File: config.mk
export PLATFORM = sky130hd
export DESIGN_NAME = imem_loader
export DESIGN_NICKNAME = d
export VERILOG_FILES = /design/src/rtl/imem_loader.sv
export SDC_FILE = /design/constraint.sdc
export NUM_CORES = 1
export LEC_CHECK = 0
export ABC_CLOCK_PERIOD_IN_PS = 3050
export BUFFER_PORTS_ARGS = -buffer_cell sky130_fd_sc_hd__clkbuf_2
export CAP_MARGIN = 20
export CORE_ASPECT_RATIO = 1.75
export CORE_MARGIN = 2
export CORE_UTILIZATION = 59
export DETAILED_ROUTE_END_ITERATION = 8
export PLACE_DENSITY = 0.81
export SETUP_SLACK_MARGIN = 0.15
export SLEW_MARGIN = 30
export SYNTH_ARGS = -nofsm -noshare
export SYNTH_HDL_FRONTEND = slang
export SYNTH_SLANG_ARGS = --single-unit
File: constraint.sdc
create_clock -name clk -period 3.05 [get_ports clk]
set_input_delay 0.305 -clock clk [delete_from_list [all_inputs] [get_ports clk]]
set_output_delay 0.305 -clock clk [all_outputs]
set_load 0.03 [all_outputs]
File: src/rtl/imem_loader.sv
// imem_loader: receives a framed byte image from the UART RX, assembles
// big-endian 32-bit words, writes them into instruction memory and keeps
// the CPU in reset until the whole image has passed its checksum.
//
// Byte handshake: a byte is consumed on a rising clk edge where
// rx_valid && rx_ready; rx_ready depends only on the current state, and
// bytes offered while rx_ready=0 stay with the sender untouched.
module imem_loader #(
  parameter logic [31:0] BASE_ADDR = 32'h0000_0000,
  parameter int          DEPTH     = 64,
  parameter int          TIMEOUT   = 1_000_000
) (
  input  logic        clk,
  input  logic        clrn,
  input  logic        start,
  input  logic [7:0]  rx_data,
  input  logic        rx_valid,
  output logic        rx_ready,
  output logic [31:0] ram_a,
  output logic [31:0] d_t_ram,
  output logic        wram,
  output logic        cpu_hold,
  output logic        busy,
  output logic        done,
  output logic        err,
  output logic [1:0]  err_code,
  output logic [3:0]  dbg_state
);

  typedef enum logic [3:0] {
    S_IDLE, S_LEN_HI, S_LEN_LO, S_DATA, S_W_SETUP,
    S_W_STROBE, S_W_HOLD, S_CSUM, S_DONE, S_ERR
  } state_t;

  localparam int              TW       = $clog2(TIMEOUT + 1);
  localparam logic [TW-1:0]   TMO_LAST = TW'(TIMEOUT - 1);
  localparam logic [15:0]     DEPTH_W  = 16'(DEPTH);

  state_t          state_q, state_d;
  logic [7:0]      sum_q, sum_d;
  logic [7:0]      len_hi_q, len_hi_d;
  logic [15:0]     len_q, len_d;
  logic [23:0]     word_q, word_d;
  logic [1:0]      bidx_q, bidx_d;
  logic [15:0]     widx_q, widx_d;
  logic [TW-1:0]   timer_q, timer_d;
  logic [31:0]     ram_a_q, ram_a_d;
  logic [31:0]     wdata_q, wdata_d;
  logic [1:0]      err_code_q, err_code_d;

  logic            accept;
  logic            start_ok;
  logic            tmo;
  logic [15:0]     len_n;
  logic            len_bad;
  logic [7:0]      sum_next;
  logic [15:0]     widx_inc;

  assign accept   = rx_valid & rx_ready;
  assign start_ok = start & ((state_q == S_IDLE) | (state_q == S_DONE) | (state_q == S_ERR));
  assign tmo      = (timer_q == TMO_LAST);
  assign len_n    = {len_hi_q, rx_data};
  assign len_bad  = (len_n == 16'd0) | (len_n > DEPTH_W);
  assign sum_next = sum_q + rx_data;
  assign widx_inc = widx_q + 16'd1;

  // State register
  always_ff @(posedge clk or negedge clrn) begin
    if (!clrn) state_q <= S_IDLE;
    else       state_q <= state_d;
  end

  // Next-state logic; an accepted byte always beats a timeout in the same cycle
  always_comb begin
    state_d = state_q;
    unique case (state_q)
      S_IDLE, S_DONE, S_ERR: if (start) state_d = S_LEN_HI;
      S_LEN_HI: begin
        if (accept)   state_d = S_LEN_LO;
        else if (tmo) state_d = S_ERR;
      end
      S_LEN_LO: begin
        if (accept)   state_d = len_bad ? S_ERR : S_DATA;
        else if (tmo) state_d = S_ERR;
      end
      S_DATA: begin
        if (accept)   state_d = (bidx_q == 2'd3) ? S_W_SETUP : S_DATA;
        else if (tmo) state_d = S_ERR;
      end
      S_W_SETUP:  state_d = S_W_STROBE;
      S_W_STROBE: state_d = S_W_HOLD;
      S_W_HOLD:   state_d = (widx_inc < len_q) ? S_DATA : S_CSUM;
      S_CSUM: begin
        if (accept)   state_d = (sum_next == 8'd0) ? S_DONE : S_ERR;
        else if (tmo) state_d = S_ERR;
      end
      default:    state_d = S_IDLE;
    endcase
  end

  // Output decode: everything except the write bus and error code follows the state
  always_comb begin
    rx_ready  = (state_q == S_LEN_HI) | (state_q == S_LEN_LO) |
                (state_q == S_DATA)   | (state_q == S_CSUM);
    wram      = (state_q == S_W_STROBE);
    busy      = rx_ready | (state_q == S_W_SETUP) | (state_q == S_W_STROBE) |
                (state_q == S_W_HOLD);
    done      = (state_q == S_DONE);
    err       = (state_q == S_ERR);
    cpu_hold  = busy | err;
    err_code  = err_code_q;
    ram_a     = ram_a_q;
    d_t_ram   = wdata_q;
    dbg_state = state_q;
  end

  // Datapath next values: checksum, length, word assembly, indices, timer, write bus
  always_comb begin
    sum_d      = sum_q;
    len_hi_d   = len_hi_q;
    len_d      = len_q;
    word_d     = word_q;
    bidx_d     = bidx_q;
    widx_d     = widx_q;
    timer_d    = timer_q;
    ram_a_d    = ram_a_q;
    wdata_d    = wdata_q;
    err_code_d = err_code_q;
    if (start_ok) begin
      sum_d      = 8'd0;
      bidx_d     = 2'd0;
      widx_d     = 16'd0;
      timer_d    = '0;
      err_code_d = 2'd0;
    end else if (rx_ready) begin
      if (accept) begin
        sum_d   = sum_next;
        timer_d = '0;
        unique case (state_q)
          S_LEN_HI: len_hi_d = rx_data;
          S_LEN_LO: begin
            len_d = len_n;
            if (len_bad) err_code_d = 2'd1;
          end
          S_DATA: begin
            word_d = {word_q[15:0], rx_data};
            bidx_d = bidx_q + 2'd1;
            // The bus is loaded on entry to W_SETUP so it is stable before the strobe
            if (bidx_q == 2'd3) begin
              ram_a_d = BASE_ADDR + 32'({widx_q, 2'b00});
              wdata_d = {word_q, rx_data};
            end
          end
          S_CSUM:   if (sum_next != 8'd0) err_code_d = 2'd2;
          default:  ;
        endcase
      end else if (tmo) begin
        err_code_d = 2'd3;
      end else begin
        timer_d = timer_q + 1'b1;
      end
    end else if (state_q == S_W_HOLD) begin
      widx_d = widx_inc;
    end
  end

  // Datapath registers
  always_ff @(posedge clk or negedge clrn) begin
    if (!clrn) begin
      sum_q      <= 8'd0;
      len_hi_q   <= 8'd0;
      len_q      <= 16'd0;
      word_q     <= 24'd0;
      bidx_q     <= 2'd0;
      widx_q     <= 16'd0;
      timer_q    <= '0;
      ram_a_q    <= BASE_ADDR;
      wdata_q    <= 32'd0;
      err_code_q <= 2'd0;
    end else begin
      sum_q      <= sum_d;
      len_hi_q   <= len_hi_d;
      len_q      <= len_d;
      word_q     <= word_d;
      bidx_q     <= bidx_d;
      widx_q     <= widx_d;
      timer_q    <= timer_d;
      ram_a_q    <= ram_a_d;
      wdata_q    <= wdata_d;
      err_code_q <= err_code_d;
    end
  end

endmodule
==> impl_metrics.json, run 1 <==
{
  "status": "finished clean",
  "final_common_cell": "dfrtp_1",
  "cts_sinks": 148,
  "synthCells": 734,
  "max_slew_margin_pct": 38.3,
  "place_area_sq_um": 7900,
  "rsz0062_at_grt": "true",
  "syn2layout_area_growth_pct": 15.2,
  "postLayoutCoreUtil_pct": 69.1,
  "tightest_slew_ps": 923,
  "max_stage_delay_ps": 420,
  "critPathArrivalTime_ps": 3100,
  "end_kind": "flop",
  "postLayoutCellArea_sq_um": 8590,
  "skew_ps": 8.34,
  "layout_worst_path_cycle_share_pct": 91.6,
  "worstSetupStartpointType": "flop",
  "dp_slack_ps": 123,
  "seq_area_frac_synth_pct": 49.7,
  "critPathMaxFanout": 5,
  "num_vias": 5718,
  "synthArstFlopShare_pct": 100,
  "wl_per_cell_um": 17.3,
  "h-tree-depth": 4,
  "cts_buffers": 17,
  "fmax_ghz": 0.358,
  "max_cap_violations": 0,
  "finalHoldViolCount": 0,
  "initial_core_util_pct": 60.0,
  "final_cell_count_no_fill": 993,
  "ant_nets": 0,
  "postSynthAreaPerCell_sq_um": 10.2,
  "crit_type": "flop to flop",
  "via_per_inst": 5.76,
  "drc_errors": 0,
  "antenna_cells": 0,
  "grt_start_max_net_pins": 87,
  "layout-drive-gt1-share_pct": 25.2,
  "clockBufferDepth": 2,
  "setup_viol": 0,
  "ys_ff_latch": 148,
  "grt_pass1_wl_mm": 28.2,
  "clock_latency_ps": 430,
  "final_nets": 850,
  "final_cell_mix": "dfrtp_1 (146), nand2_1 (140), clkbuf_2 (70)",
  "holdCritPathClass": "input port to flop",
  "cts_root_buf": "clkbuf_16",
  "wirelength_mm": 17.1,
  "die_x_um": 89.0,
  "critPathSlowestCell": "dfrtp_2",
  "dp_hpwl_mm": 11.8,
  "ys_types": 66,
  "port_buffers": 71,
  "globalplace.congestion": 0.868,
  "fin_ws_ps": 257,
  "cp_cell_sequence": "and2_4 -> and2_4 -> and4_4 -> and3_4 -> xor2_1 -> ha_1 -> a21o_1 -> a21o_1 -> a21oi_1 -> o21ai_0 -> a22o_1 -> a211o_1",
  "power.density_nw_per_um2": 773,
  "fin_tns_setup_ps": 0,
  "dr.pass1.iters": 5,
  "grt_pass1_vias": 5875,
  "path_delay_family": "compound AO/OA/AOI/OAI gates",
  "ios": 88,
  "crit_buf_inv": 0,
  "synth_flop_cell": "dfrtp_1",
  "drt-initial-drc-count": 464,
  "synth_top_area_cell": "dfrtp_1",
  "synth_edf_count": 0,
  "rows": 54,
  "timing.critical_path.required_ps": 3360,
  "synth_warnings": 0,
  "cts_tree": "built",
  "gr-total-overflow": 0,
  "power_leakage_nw": 4.42,
  "synth.area.top_cells": "dfrtp_1 (50%), mux2_2 (8.2%), nand2_1 (7.1%), ha_1 (4.2%), o21ai_0 (3.0%)",
  "period_needed_ps": 2790,
  "grt_antenna_before_repair": 0,
  "synth_area_sq_um": 7460,
  "yosysTopAreaCellShare_pct": 49.7,
  "clkTransAtPathRegs_ps": 70,
  "die_area_sq_um": 13600,
  "place_inst": 955,
  "report.final.slew_viol_count": 0,
  "grt_use_total_pct": 26.7,
  "core_sq_um": 12400,
  "peakVddDrop_mv": 0.520,
  "die_height_um": 153
}
-- layout make-up --
type	instances	area, sq um
clock buffer	17	425
clock inverter	15	175
fill	959	3840
inverter	28	105
multi-input combinational	526	3440
sequential	148	3710
tap	168	210
timing repair buffer	91	527
-- state kept, by name, summed over array words and instances (netlist names) --
| register | cells |
|---|---|
| ram_a | 16 |
| len_q | 16 |
| len_hi_q | 8 |
| err_code | 2 |
| sum_q | 8 |
| word_q | 24 |
| bidx_q | 2 |
| dbg_state | 4 |
| timer_q | 20 |
| d_t_ram | 32 |
| widx_q | 16 |
-- worst min-delay path: stages --
cell and delay, ps:
clkbuf_2 150, nand2_1 80, nand2_1 40
-- Yosys cell counts (all sizes together), types with 3 or more instances --
library cell / number
nand4: 12
and4: 6
o22ai: 3
a22o: 5
a21oi: 20
inv: 28
a21o: 7
nor2b: 3
nand2b: 6
nor2: 38
nand2: 142
a211o: 5
and2b: 3
nand3: 25
buf: 23
ha: 25
o21ai: 45
clkbuf: 24
xnor2: 14
and3: 17
dfrtp: 148
o211ai: 5
nor4: 3
o221ai: 4
mux2: 54
xor2: 20
nor3b: 4
o31ai: 3
and2: 3
nor3: 6
a221oi: 3
-- kinds of logic after synthesis --
kind of cell               synth area share, %
and+or+nand+nor                           17.8
DFF                                       49.7
AOI/OAI and AO/OA                         10.1
buffers and inverters                     5.50
muxes                                     8.42
xor gates and xnor gates                  3.99
adders and majority gates                 4.46
other                                   0.0503
-- power breakdown --
part | total (mW) | leakage, nW | switching, mW | internal, mW
clock | 2.07 | 0.291 | 0.965 | 1.11
sequential | 2.61 | 1.99 | 0.267 | 2.34
combinational | 1.96 | 2.14 | 1.27 | 0.691
-- timing repair --
action	in CTS	in global routing
hold endpoints to repair	84	0
hold buffers	1	0
gates resized for setup	3	12
buffers inserted	3	2
endpoints found under the setup margin	1	4
-- through the flow --
| stage | total power [mW] | hold WS (ps) |
|---|---|---|
| finish | 6.64 | 188 |
| global route | 7.02 | 210 |
| CTS | 6.65 | 184 |
| detailed placement | 4.54 | 413 |
| global placement | 4.44 | 408 |
| floorplan | 4.00 | 9.41 |
-- layer usage --
layer	vias to the layer above	part of all wire [%]	track usage (%)
li1	2683	-	-
met1	2825	37	28.7
met2	164	56	48.9
met3	46	3.4	5.36
met4	0	3.2	11.1
met5	-	0	0
-- worst paths after layout --
| path | depth (start not counted) | start | slack [ps] | to |
|---|---|---|---|---|
| min | 3 | rx_data[1] | 190 | word_q[1] |
| max in group asynchronous | 3 | clrn | 1770 | sum_q[3] |
| max | 12 | widx_q[1] | 260 | dbg_state[2] |
| min reg2reg | 2 | word_q[21] | 470 | word_q[21] |
| max reg2reg | 12 | widx_q[1] | 260 | dbg_state[2] |
| min in group asynchronous | 2 | clrn | 470 | d_t_ram[19] |
No activity file was read; power rests on OpenSTA's default activity.
==> run 2: changes to the inputs <==
ABC_AREA = 1   (was not set)
==> run 2 against run 1 <==
Cell area is 0.95% lower. Via count is 7.7% higher. Critical path type unchanged. Die area is 0.31% higher. Clock power is 2% lower. First-iteration DRC count is 1.9% higher. Sequential share of layout area is 0.38 points higher. Cell count is 16% higher. Global-route usage is 1.1 points lower. Critical path depth is 2 higher. Largest power group unchanged. Synthesized area is 0.32% higher. Register-to-register slack better by 20 ps. Total power is 3.9% higher.
==> impl_metrics.json, run 2 <==
{
  "max_cap_violations": 0,
  "clock_latency_ps": 430,
  "die_area_sq_um": 13600,
  "fin_tns_setup_ps": 0,
  "wirelength_mm": 16.6,
  "core_sq_um": 12400,
  "globalplace.congestion": 0.883,
  "skew_ps": 8.66,
  "grt_pass1_vias": 5933,
  "design_power_total_mw": 6.90,
  "drc_errors": 0,
  "crit_type": "flop to flop",
  "status": "finished clean",
  "num_vias": 6157,
  "critPathMaxFanout": 3,
  "tightest_slew_ps": 920,
  "initial_core_util_pct": 60.2,
  "rsz0062_at_grt": "false",
  "holdCritPathClass": "input port to flop",
  "port_buffers": 71,
  "final-seq-area_sq_um": 3700,
  "r2r-start": "widx_q[2]",
  "postSynthAreaPerCell_sq_um": 8.36,
  "multi_input_area_sq_um": 3090,
  "startpoint": "widx_q[2]",
  "report.final.slew_viol_count": 0,
  "gr-total-overflow": 0,
  "synth_area_sq_um": 7480,
  "final_common_cell": "nand2_1",
  "max_slew_margin_pct": 38.7,
  "drt-initial-drc-count": 473,
  "synth_edf_count": 0,
  "die_height_um": 153,
  "power_leakage_nw": 4.32,
  "regToRegSetupSlack_ps": 270,
  "pwr-share-clk_pct": 29.3,
  "cts_root_buf": "clkbuf_16",
  "seqPwrFrac_pct": 38.8,
  "ys_ff_latch": 148,
  "switchingPower_mw": 2.67,
  "yosysMostFrequentCell": "nand2_1",
  "ant_nets": 0,
  "seq_area_frac_synth_pct": 49.5,
  "grt_pass1_wl_mm": 27.3,
  "combPwrFrac_pct": 31.9,
  "yosysTopAreaCellShare_pct": 49.5,
  "ys_types": 45,
  "cts_sinks": 148,
  "setup_viol": 0,
  "worst_r2r_endpoint": "dbg_state[2]",
  "layout_worst_path_cycle_share_pct": 91.0,
  "timing.critical_path.required_ps": 3340,
  "synth_warnings": 0,
  "peakVddDrop_mv": 0.481,
  "grt_antenna_before_repair": 0,
  "swShare_pct": 38.7,
  "finalHoldViolCount": 0,
  "dp_hpwl_mm": 11.6,
  "final_nets": 1005,
  "synth.area.top_cells": "dfrtp_1 (50%), nand2_1 (11%), inv_1 (6.0%), o21ai_0 (5.2%), ha_1 (4.2%)",
  "cts_setup_buffers": 0,
  "synthCells": 895,
  "h-tree-depth": 4,
  "final_cell_mix": "nand2_1 (212), dfrtp_1 (148), inv_1 (120)",
  "clockBufferDepth": 2,
  "p_int_mw": 4.23,
  "grt_use_total_pct": 25.6,
  "layout-drive-gt1-share_pct": 15.2,
  "cts_tree": "built",
  "endpoint": "dbg_state[2]",
  "wl_per_cell_um": 14.5,
  "whs_ps": 154,
  "die_x_um": 89.1,
  "period_needed_ps": 2780,
  "end_kind": "flop",
  "rows": 54,
  "clkTransAtPathRegs_ps": 60,
  "reg2reg_depth": 14,
  "ios": 88,
  "largest_reg_flops": 32,
  "power.density_nw_per_um2": 811,
  "synthArstFlopShare_pct": 100,
  "grt_start_max_net_pins": 97,
  "place_area_sq_um": 7910,
  "num-fill-cells": 1011,
  "worstSetupStartpointType": "flop",
  "antenna_cells": 0,
  "critPathArrivalTime_ps": 3070,
  "dr.pass1.iters": 7,
  "synth_flop_cell": "dfrtp_1",
  "syn2layout_area_growth_pct": 13.8,
  "ys_top_cells_by_count": "nand2_1 (212), dfrtp_1 (148), inv_1 (120), o21ai_0 (78), o21ai_1 (53)",
  "via_per_inst": 5.36,
  "cts_buffers": 17,
  "postLayoutCoreUtil_pct": 68.4,
  "fmax_ghz": 0.360,
  "synth_top_area_cell": "dfrtp_1",
  "postLayoutCellArea_sq_um": 8510
}
[run 2: cell types whose count changed after synthesis, sizes merged, moves of 17 or more]
cell   previous run  this run
nand2           142       220
o21ai            45       132
nor2             38        55
inv              28       133
and3             17         0
mux2             54         0
[run 2: layout make-up]
class | instances | share of cell area (%)
flip-flops and latches | 148 | 43.5
multi-input cells | 587 | 36.3
inverters | 133 | 5.96
repair buffers | 80 | 5.07
clock buffers | 18 | 5.04
well taps | 168 | 2.47
clock inverters | 14 | 1.68
[run 2: worst min-delay path by stage]
stage,from,endpoint,slack (ps),depth (start not counted)
after floorplan,clrn,bidx_q[0],9,0
after CTS,rx_data[2],word_q[2],150,3
final,rx_data[2],word_q[2],150,3
after detailed placement,clrn,d_t_ram[8],350,1
after global routing,rx_data[4],word_q[4],160,3
after global placement,clrn,d_t_ram[9],340,1
[run 2: power groups by stage]
| stage | sequential [mW] | combinational [mW] | clock, mW |
|---|---|---|---|
| 2_1_floorplan | 2.78 | 1.58 | 0 |
| 3_3_place_gp | 2.68 | 2.13 | 0 |
| 3_5_place_dp | 2.70 | 2.18 | 0 |
| 4_1_cts | 2.67 | 2.22 | 2.04 |
| 5_1_grt | 2.73 | 2.47 | 2.13 |
| 6_report | 2.68 | 2.20 | 2.02 |
[run 2: what timing repair did]
item	in CTS	in global routing
endpoints found under the setup margin	0	1
resized for setup	0	4
hold buffers	1	0
hold endpoints to repair	67	0
[run 2: kinds of logic (layout without fill, tap and decap cells)]
family | Yosys count | after routing | synth area share [%]
and+or+nand+nor | 350 | 350 | 21.2
AOI/OAI and AO/OA | 177 | 177 | 12.4
buffers and inverters | 175 | 245 | 10.2
DFF | 148 | 148 | 49.5
adders and majority gates | 26 | 26 | 4.45
xor gates and xnor gates | 18 | 18 | 2.11
other | 1 | 16 | 0.0501
[run 2: critical path, stage by stage (launching register included)]
cell      delay, ps
dfrtp_1         370
inv_1            80
nor3_2          260
nand3_1         180
nor2_2          180
nand2_1         140
nor2_4          160
xor2_2          190
inv_1            70
ha_1            290
a21oi_1         130
o21a_1          140
o221ai_1         90
o21ai_0         250
nand3_1         120
[run 2: per-stage QoR]
stage / instances / setup WS, ps
after global routing: 1148 / 150
final: 1148 / 275
after CTS: 1148 / 225
after detailed placement: 1115 / 336
after floorplan: 910 / 744
after global placement: 1115 / 519
[run 2: layer usage]
| metal | track usage (%) | up-vias | wire length [um] |
|---|---|---|---|
| li1 | - | 3013 | - |
| met1 | 28.9 | 2903 | 6490 |
| met2 | 44.1 | 189 | 8690 |
| met3 | 4.70 | 52 | 664 |
| met4 | 14.1 | 0 | 757 |
| met5 | 0 | - | 0 |
==> run 3: changes to the inputs <==
ABC_AREA = not set   (was 1)
GPL_TIMING_DRIVEN = 0   (was not set)
TNS_END_PERCENT = 30   (was not set)
==> run 3 against run 2 <==
Worst hold slack improved by 25 ps. Wire length increased by 7.9%. Global-route usage increased by 2.1 points. First-iteration DRC count increased by 16%. Fmax decreased by 2.4%. Critical endpoint unchanged. Highest routed layer unchanged.
==> impl_metrics.json, run 3 (synthesis gave the netlist of run 1 again) <==
{
  "die_x_um": 89.0,
  "power_leakage_nw": 4.53,
  "switchingPower_mw": 2.48,
  "grt_pass1_wl_mm": 29.3,
  "syn2layout_area_growth_pct": 18.6,
  "seqPwrFrac_pct": 39.0,
  "critPathMaxFanout": 5,
  "place_inst": 988,
  "via_per_inst": 5.76,
  "h-tree-depth": 4,
  "critPathArrivalTime_ps": 3150,
  "clkTransAtPathRegs_ps": 60,
  "clock_latency_ps": 420,
  "status": "finished clean",
  "dp_hpwl_mm": 12.6,
  "worst_r2r_endpoint": "dbg_state[2]",
  "grt_start_max_net_pins": 77,
  "largest_reg_flops": 32,
  "rows": 54,
  "peakVddDrop_mv": 0.598,
  "grt_pass1_vias": 6201,
  "final_nets": 884,
  "layout-drive-gt1-share_pct": 26.2,
  "fin_ws_ps": 206,
  "final_cell_count_no_fill": 1027,
  "fin_tns_setup_ps": 0,
  "tightest_slew_ps": 710,
  "gr-total-overflow": 0,
  "final_common_cell": "dfrtp_1",
  "rsz0062_at_grt": "true",
  "timing.critical_path.required_ps": 3360,
  "drt-initial-drc-count": 549,
  "cts_root_buf": "clkbuf_16",
  "ios": 88,
  "max_slew_margin_pct": 52.7,
  "power.density_nw_per_um2": 758,
  "num-fill-cells": 926,
  "setup_viol": 0,
  "cts_sinks": 148,
  "p_int_mw": 4.23,
  "place_area_sq_um": 8110,
  "end_kind": "flop",
  "dp_slack_ps": -56.3,
  "antenna_cells": 0,
  "initial_core_util_pct": 60.0,
  "r2r-start": "widx_q[0]",
  "layout_worst_path_cycle_share_pct": 93.3,
  "core_sq_um": 12400,
  "max_cap_violations": 0,
  "fmax_ghz": 0.352,
  "hold_end": "dbg_state[3]",
  "holdPathStages": 3,
  "die_area_sq_um": 13600,
  "swShare_pct": 37.0,
  "regToRegSetupSlack_ps": 210,
  "port_buffers": 70,
  "postLayoutCellArea_sq_um": 8840,
  "wirelength_mm": 17.9,
  "grt_use_total_pct": 27.7,
  "report.final.slew_viol_count": 0,
  "drc_errors": 0,
  "num_vias": 5915,
  "period_needed_ps": 2840,
  "reg2reg_depth": 11,
  "startpoint": "widx_q[0]",
  "crit_type": "flop to flop",
  "worstSetupStartpointType": "flop",
  "globalplace.congestion": 0.888,
  "cts_buffers": 17,
  "finalHoldViolCount": 0,
  "wl_per_cell_um": 17.4,
  "skew_ps": 7.51,
  "combPwrFrac_pct": 29.9,
  "die_height_um": 153,
  "pwr-share-clk_pct": 31.1,
  "whs_ps": 179,
  "final_cell_mix": "dfrtp_1 (145), nand2_1 (141), clkbuf_2 (70)",
  "design_power_total_mw": 6.70,
  "cts_tree": "built",
  "ant_nets": 0,
  "grt_antenna_before_repair": 0,
  "hp-start": "rx_valid",
  "clockBufferDepth": 2,
  "holdCritPathClass": "input port to flop",
  "dr.pass1.iters": 5,
  "postLayoutCoreUtil_pct": 71.1
}
[run 3: cell types whose count changed in the layout (fill, tap and decap cells not counted), moves of 16 or more]
cell / delta
inv_1: -92
o21ai_1: -51
nand2_1: -71
mux2_2: +54
clkbuf_1: +16
o21ai_0: -35
[run 3: worst max-delay path: stages, from the launching register on]
cell and delay, ps:
dfrtp_2 420, and2_4 160, and2_4 160, and3_1 160, clkbuf_2 150, nand3_1 160, xnor2_2 260, ha_1 300
a21oi_1 140, and2b_2 220, o311a_2 320, a211o_1 270
[run 3: worst max-delay path by stage]
stage | to | slack (ps) | cells after the start
global route | dbg_state[2] | 80 | 11
detailed placement | dbg_state[2] | -60 | 12
CTS | dbg_state[2] | 160 | 12
floorplan | dbg_state[2] | 350 | 12
global placement | ram_a[10] | -620 | 1
finish | dbg_state[2] | 210 | 11
[run 3: timing repair]
item / in CTS / in global routing
pin swaps: 0 / 0
setup endpoints to repair: 1 / 4
hold endpoints to repair: 72 / 0
setup buffers: 5 / 1
hold buffers: 1 / 0
resized for setup: 10 / 16
[run 3: final cells by class]
class	instances	area [sq um]	share of cell area (%)
timing repair buffer	78	442	4.99
inverter	28	105	1.19
tap	168	210	2.38
buffer	47	310	3.51
clock inverter	15	164	1.85
sequential	148	3710	41.9
clock buffer	17	425	4.81
multi-input combinational	526	3480	39.4
[run 3: metal layers]
metal | part of all wire (%) | vias up | wire length [um] | GRT usage, %
met1 | 36 | 2917 | 6440 | 29.8
li1 | - | 2739 | - | -
met2 | 57 | 208 | 10100 | 50.6
met3 | 4.0 | 51 | 716 | 5.25
met5 | 0 | - | 0 | 0
met4 | 3.5 | 0 | 626 | 12.5
[run 3: power by group through the flow]
stage | Clock [mW] | Sequential, mW | Combinational [mW]
floorplan | 0 | 2.62 | 1.38
global placement | 0 | 2.61 | 1.85
detailed placement | 0 | 2.64 | 1.93
CTS | 2.10 | 2.61 | 1.96
global route | 2.18 | 2.66 | 2.22
finish | 2.08 | 2.62 | 2.00
